[src/rtl/ad_spi_gen_if.sv]
// Control and SPI pin bundle between the ADC frame generator and its consumers.
interface ad_spi_gen_if;
  logic en;
  logic trig;
  logic cs_n;
  logic sclk;
  logic busy;
  logic frame_done;
  logic ovr;

  // Generator side: takes start controls, drives the SPI pins and status.
  modport master (
    input  en,
    input  trig,
    output cs_n,
    output sclk,
    output busy,
    output frame_done,
    output ovr
  );

  // Consumer side: drives start controls, observes pins and status.
  modport slave (
    output en,
    output trig,
    input  cs_n,
    input  sclk,
    input  busy,
    input  frame_done,
    input  ovr
  );
endinterface

[src/rtl/ad_spi_gen.sv]
// SPI frame generator for the serial ADC: free-running or single-shot cs_n/sclk frames.
module ad_spi_gen #(
  parameter int unsigned CLK_DIV       = 4,
  parameter int unsigned NBITS         = 16,
  parameter int unsigned SAMPLE_PERIOD = 200,
  parameter int unsigned T_SETUP       = 2,
  parameter int unsigned T_QUIET       = 4
) (
  input  logic          clk_sys,
  input  logic          rst_n,
  ad_spi_gen_if.master  spi_io
);

  // One phase counter serves the divider, setup/hold and quiet intervals.
  localparam int unsigned CntMax0 = (CLK_DIV > T_SETUP) ? CLK_DIV : T_SETUP;
  localparam int unsigned CntMax  = (CntMax0 > T_QUIET) ? CntMax0 : T_QUIET;
  localparam int unsigned CntW    = (CntMax > 1) ? $clog2(CntMax) : 1;
  localparam int unsigned BitW    = (NBITS > 1) ? $clog2(NBITS) : 1;
  localparam int unsigned PerW    = (SAMPLE_PERIOD > 1) ? $clog2(SAMPLE_PERIOD) : 1;

  localparam logic [CntW-1:0] DivLast   = CntW'(CLK_DIV - 1);
  localparam logic [CntW-1:0] SetupLast = CntW'(T_SETUP - 1);
  localparam logic [CntW-1:0] QuietLast = CntW'(T_QUIET - 1);
  localparam logic [BitW-1:0] BitLast   = BitW'(NBITS - 1);
  localparam logic [PerW-1:0] PerLast   = PerW'(SAMPLE_PERIOD - 1);

  typedef enum logic [2:0] {StIdle, StSetup, StShift, StHold, StQuiet} state_e;

  state_e          state_q;
  logic [CntW-1:0] cnt_q;
  logic [BitW-1:0] bit_q;
  logic [PerW-1:0] per_q, per_d;
  logic            cs_n_q, sclk_q, busy_q, done_q;
  logic            tick, req;

  // Period counter: parked at zero while disabled so enabling fires a tick at once.
  always_comb begin
    per_d = per_q;
    if (!spi_io.en || per_q == PerLast) begin
      per_d = '0;
    end else begin
      per_d = per_q + 1'b1;
    end
  end

  // Period counter register.
  always_ff @(posedge clk_sys or negedge rst_n) begin
    if (!rst_n) begin
      per_q <= '0;
    end else begin
      per_q <= per_d;
    end
  end

  assign tick = spi_io.en && (per_q == '0);
  assign req  = tick || spi_io.trig;

  // Frame FSM with registered pins; sclk and cs_n never toggle in the same cycle.
  always_ff @(posedge clk_sys or negedge rst_n) begin
    if (!rst_n) begin
      state_q <= StIdle;
      cnt_q   <= '0;
      bit_q   <= '0;
      cs_n_q  <= 1'b1;
      sclk_q  <= 1'b1;
      busy_q  <= 1'b0;
      done_q  <= 1'b0;
    end else begin
      done_q <= 1'b0;
      unique case (state_q)
        StIdle: begin
          if (req) begin
            state_q <= StSetup;
            cs_n_q  <= 1'b0;
            busy_q  <= 1'b1;
            cnt_q   <= '0;
          end
        end
        StSetup: begin
          if (cnt_q == SetupLast) begin
            state_q <= StShift;
            sclk_q  <= 1'b0;
            cnt_q   <= '0;
            bit_q   <= '0;
          end else begin
            cnt_q <= cnt_q + 1'b1;
          end
        end
        StShift: begin
          if (cnt_q == DivLast) begin
            cnt_q <= '0;
            if (!sclk_q) begin
              sclk_q <= 1'b1;
            end else if (bit_q == BitLast) begin
              // sclk stays high through hold so the last rise is the only one.
              state_q <= StHold;
            end else begin
              bit_q  <= bit_q + 1'b1;
              sclk_q <= 1'b0;
            end
          end else begin
            cnt_q <= cnt_q + 1'b1;
          end
        end
        StHold: begin
          if (cnt_q == SetupLast) begin
            state_q <= StQuiet;
            cs_n_q  <= 1'b1;
            done_q  <= 1'b1;
            cnt_q   <= '0;
          end else begin
            cnt_q <= cnt_q + 1'b1;
          end
        end
        StQuiet: begin
          if (cnt_q == QuietLast) begin
            state_q <= StIdle;
            busy_q  <= 1'b0;
            cnt_q   <= '0;
          end else begin
            cnt_q <= cnt_q + 1'b1;
          end
        end
        default: state_q <= StIdle;
      endcase
    end
  end

  assign spi_io.cs_n       = cs_n_q;
  assign spi_io.sclk       = sclk_q;
  assign spi_io.busy       = busy_q;
  assign spi_io.frame_done = done_q;
  // Dropped requests are flagged in the cycle they arrive, including the last quiet cycle.
  assign spi_io.ovr        = req && (state_q != StIdle);

endmodule

[src/flat_wrapper.sv]
// flat-port wrapper written by rule: the top's interface ports become plain ports
module ad_spi_gen_flat 
#(
  parameter int unsigned CLK_DIV       = 4,
  parameter int unsigned NBITS         = 16,
  parameter int unsigned SAMPLE_PERIOD = 200,
  parameter int unsigned T_SETUP       = 2,
  parameter int unsigned T_QUIET       = 4
)
  (clk_sys, rst_n, spi_io_en, spi_io_trig, spi_io_cs_n, spi_io_sclk, spi_io_busy, spi_io_frame_done, spi_io_ovr);
  ad_spi_gen_if spi_io_i ();
  input  logic clk_sys;
  input  logic rst_n;
  input wire logic [$bits(spi_io_i.en)-1:0] spi_io_en;
  input wire logic [$bits(spi_io_i.trig)-1:0] spi_io_trig;
  output wire logic [$bits(spi_io_i.cs_n)-1:0] spi_io_cs_n;
  output wire logic [$bits(spi_io_i.sclk)-1:0] spi_io_sclk;
  output wire logic [$bits(spi_io_i.busy)-1:0] spi_io_busy;
  output wire logic [$bits(spi_io_i.frame_done)-1:0] spi_io_frame_done;
  output wire logic [$bits(spi_io_i.ovr)-1:0] spi_io_ovr;
  assign spi_io_i.en = spi_io_en;
  assign spi_io_i.trig = spi_io_trig;
  assign spi_io_cs_n = spi_io_i.cs_n;
  assign spi_io_sclk = spi_io_i.sclk;
  assign spi_io_busy = spi_io_i.busy;
  assign spi_io_frame_done = spi_io_i.frame_done;
  assign spi_io_ovr = spi_io_i.ovr;
  ad_spi_gen #(.CLK_DIV(CLK_DIV), .NBITS(NBITS), .SAMPLE_PERIOD(SAMPLE_PERIOD), .T_SETUP(T_SETUP), .T_QUIET(T_QUIET)) u_core (.clk_sys(clk_sys), .rst_n(rst_n), .spi_io(spi_io_i));
endmodule
[config.mk]
export PLATFORM = sky130hd
export DESIGN_NAME = ad_spi_gen_flat
export DESIGN_NICKNAME = d
export VERILOG_FILES = /design/src/rtl/ad_spi_gen_if.sv /design/src/rtl/ad_spi_gen.sv /design/src/flat_wrapper.sv
export SDC_FILE = /design/constraint.sdc
export NUM_CORES = 1
export LEC_CHECK = 0
export CORE_ASPECT_RATIO = 0.8
export CORE_MARGIN = 10
export CORE_UTILIZATION = 35
export DETAILED_ROUTE_END_ITERATION = 12
export HOLD_SLACK_MARGIN = 0.05
export PLACE_DENSITY = 0.59
export SLEW_MARGIN = 30
export SYNTH_ARGS = -nofsm -noshare
export SYNTH_HDL_FRONTEND = slang
export SYNTH_SLANG_ARGS = --single-unit
export TNS_END_PERCENT = 100
[constraint.sdc]
create_clock -name clk_sys -period 1.9 [get_ports clk_sys]
set_clock_uncertainty 0.2 [all_clocks]
set_input_delay 0.19 -clock clk_sys [delete_from_list [all_inputs] [get_ports clk_sys]]
set_output_delay 0.19 -clock clk_sys [all_outputs]
set_load 0.02 [all_outputs]
==> impl_metrics.tcl, run 1 <==
set metrics [dict create \
    clock_latency_ns 0.26 \
    ys_ff_latch 21 \
    tightest_slew_ns 0.388 \
    cp-end-kind "flop" \
    layout_common_cells "21 x buf_4, 18 x dfrtp_1, 11 x nor2_1, 9 x inv_1, 9 x nand3_1" \
    cts_buffers 3 \
    status "completed" \
    period_share_pct 98.8 \
    row_count 19 \
    fillers 324 \
    rsz0062_at_grt "true" \
    wirelength_um 2670 \
    syn_inst 121 \
    syn-cell-area_um2 1210 \
    hold_path.class "input port to asynchronous set/reset pin" \
    die_area_um2 6220 \
    num_io_pins 9 \
    antenna_found_initial 0 \
    chipHeight_um 72.6 \
    rrSetupSlack_ns 0.02 \
    io_buffers 8 \
    ys_seq_area_share_pct 43.6 \
    ir_drop_mv 0.743 \
    wl_per_cell_um 13.8 \
    coreArea_um2 3380 \
    worstPathCellList "ha_2, nand3b_1, a2111oi_4, a21o_2, a21oi_1" \
    htree_levels 1 \
    firstDrtPassIters 4 \
    period_minus_slack_ns 1.88 \
    avgSynthCellArea_um2 10.0 \
    crit_path_max_incr_delay_ns 0.44 \
    cts_tree "yes" \
    grt_max_degree 22 \
    clk_pin_slew_worst_paths_ns 0.08 \
    via_per_inst 5.09 \
    finalMaxSlewViolations 0 \
    grt-ovfl-total 0 \
    grt_pass1_vias 888 \
    critPathTopFamily "compound AO/OA/AOI/OAI gates" \
    fin_area_um2 1540 \
    synth.distinct_cells 36 \
    powerDensity_nw_per_um2 1220 \
    drtIter0Drc 53 \
    grt_usage_pct 8.38 \
    post_dp_cell_area_um2 1470 \
    clock-sinks 21 \
    crit_arrival_ns 1.81 \
    p_leak_nw 0.684 \
    grt_pass1_wl_um 4220 \
    critPathSlowestCell "dfrtp_1" \
    gp_congestion 0.798 \
    via_count 983 \
    crit_fanout 4 \
    final_common_cell "buf_4" \
    yosysWarningCount 0 \
    synth_nets 131 \
    crit_path_start_kind "flop" \
    root_buffer "clkbuf_8" \
    critical_path_class "flop to flop" \
    max_slew_margin_pct 73.9 \
    synth_ff_type "dfrtp_1" \
    diodes 0 \
    crit_required_ns 1.84 \
    initial_core_util_pct 35.8 \
    drv_cap 0 \
    fin_hold_ws_ns 0.0597 \
    postRouteAntennaNets 0 \
    cts_max_path_buffers 2 \
    fmax_ghz 0.533 \
    synth_enable_flop_cells 0 \
    timing_hold_violations_final 0 \
    synthArstFlopShare_pct 100 \
    finalSetupViolCount 0 \
    synthToLayoutAreaGrowth_pct 27.1 \
    multi_input_area_um2 623 \
    holdBufCountCts 0 \
    drcViolationCount 0 \
    crit_buf_inv 0 \
    drive_above_1_share_pct 29.1 \
    dp_hpwl_um 1960 \
    seqCellArea_um2 529 \
    fin_nets 162 \
    fp.dieW_um 85.7 \
    tns_ns 0 \
]
[layout make-up]
type | instances | area share, %
Clock buffer | 3 | 2.69
Timing Repair Buffer | 30 | 16.4
Multi-Input combinational cell | 87 | 40.5
Inverter | 9 | 2.20
Clock inverter | 1 | 0.325
Sequential cell | 21 | 34.4
Tap cell | 42 | 3.42
[power by group]
part | internal (W) | switching (W)
logic | 0.000437 | 0.000484
registers | 0.000557 | 0.0000958
clock network | 0.000146 | 0.000151
total | 0.00114 | 0.000731
[synthesized netlist by cell type, types with 2 or more instances]
library cell,instances,area (um2)
dfrtp_1,19,475
nor2_1,11,41.3
inv_1,9,33.8
nand3_1,9,45.0
nand2_1,7,26.3
nor3_1,7,35.0
a21oi_1,6,30.0
ha_1,6,75.1
o21ai_0,4,20.0
xnor2_1,4,35.0
xor2_1,4,35.0
and2_1,3,18.8
and3_1,3,18.8
a21o_2,2,17.5
a41oi_1,2,17.5
clkbuf_8,2,27.5
dfstp_2,2,52.6
nand2b_1,2,12.5
nand4_1,2,12.5
[flip-flops by register name, indices dropped and copies added, names as in the netlist]
| name | flops |
|---|---|
| u_core.state_q | 3 |
| u_core.spi_io.sclk | 1 |
| u_core.bit_q | 4 |
| u_core.spi_io.busy | 1 |
| u_core.spi_io.cs_n | 1 |
| u_core.spi_io.frame_done | 1 |
| u_core.cnt_q | 2 |
| u_core.per_q | 8 |
[per-layer routing]
metal / track usage, % / vias to the layer above / wire length, um / share of wire [%]
met5: 0 / - / 0 / 0
met4: 2.92 / 0 / 36 / 1.3
met3: 2.90 / 4 / 64 / 2.4
met2: 12.5 / 9 / 1300 / 49
met1: 10.9 / 486 / 1270 / 47
li1: - / 484 / - / -
[path summary, 6_finish.rpt]
path | start | end | cells after the start
max | u_core.cnt_q[0] | u_core.bit_q[3] | 5
min | rst_n | u_core.bit_q[0] | 2
max reg2reg | u_core.cnt_q[0] | u_core.bit_q[3] | 5
min reg2reg | u_core.spi_io.sclk | u_core.spi_io.sclk | 2
max in group asynchronous | rst_n | u_core.spi_io.cs_n | 2
min in group clk_sys | u_core.spi_io.sclk | u_core.spi_io.sclk | 2
[metrics by stage]
step                power [W]  utilization [%]  instances  setup WS (ns)
finish                0.00187             45.6        193         0.0222
global route          0.00201             45.6        193         -0.109
CTS                   0.00185             44.8        192        0.00197
detailed placement    0.00155             43.5        188        -0.0432
global placement      0.00152             43.5        188        -0.0178
floorplan             0.00123                -        121         0.0361
[what timing repair did]
item	4_1_cts	5_1_grt
resized for setup	1	6
setup endpoints to repair	1	4
pin swaps	0	1
setup buffers	0	1
[cell families after synthesis]
kind of cell,Yosys count,synth area share (%)
AOI/OAI and AO/OA,22,14.7
xor gates and xnor gates,8,5.79
adders and majority gates,6,6.20
buffers and inverters,13,6.41
DFF,21,43.6
muxes,2,2.17
and+or+nand+nor,49,21.1
Note: power is estimated with default switching activity, not from simulation.
==> run 2: changes to the inputs <==
CTS_CLUSTER_DIAMETER = 100   (was default)
==> results of run 2 <==
No change in the layout: final DEF, timing and power equal those of run 1.
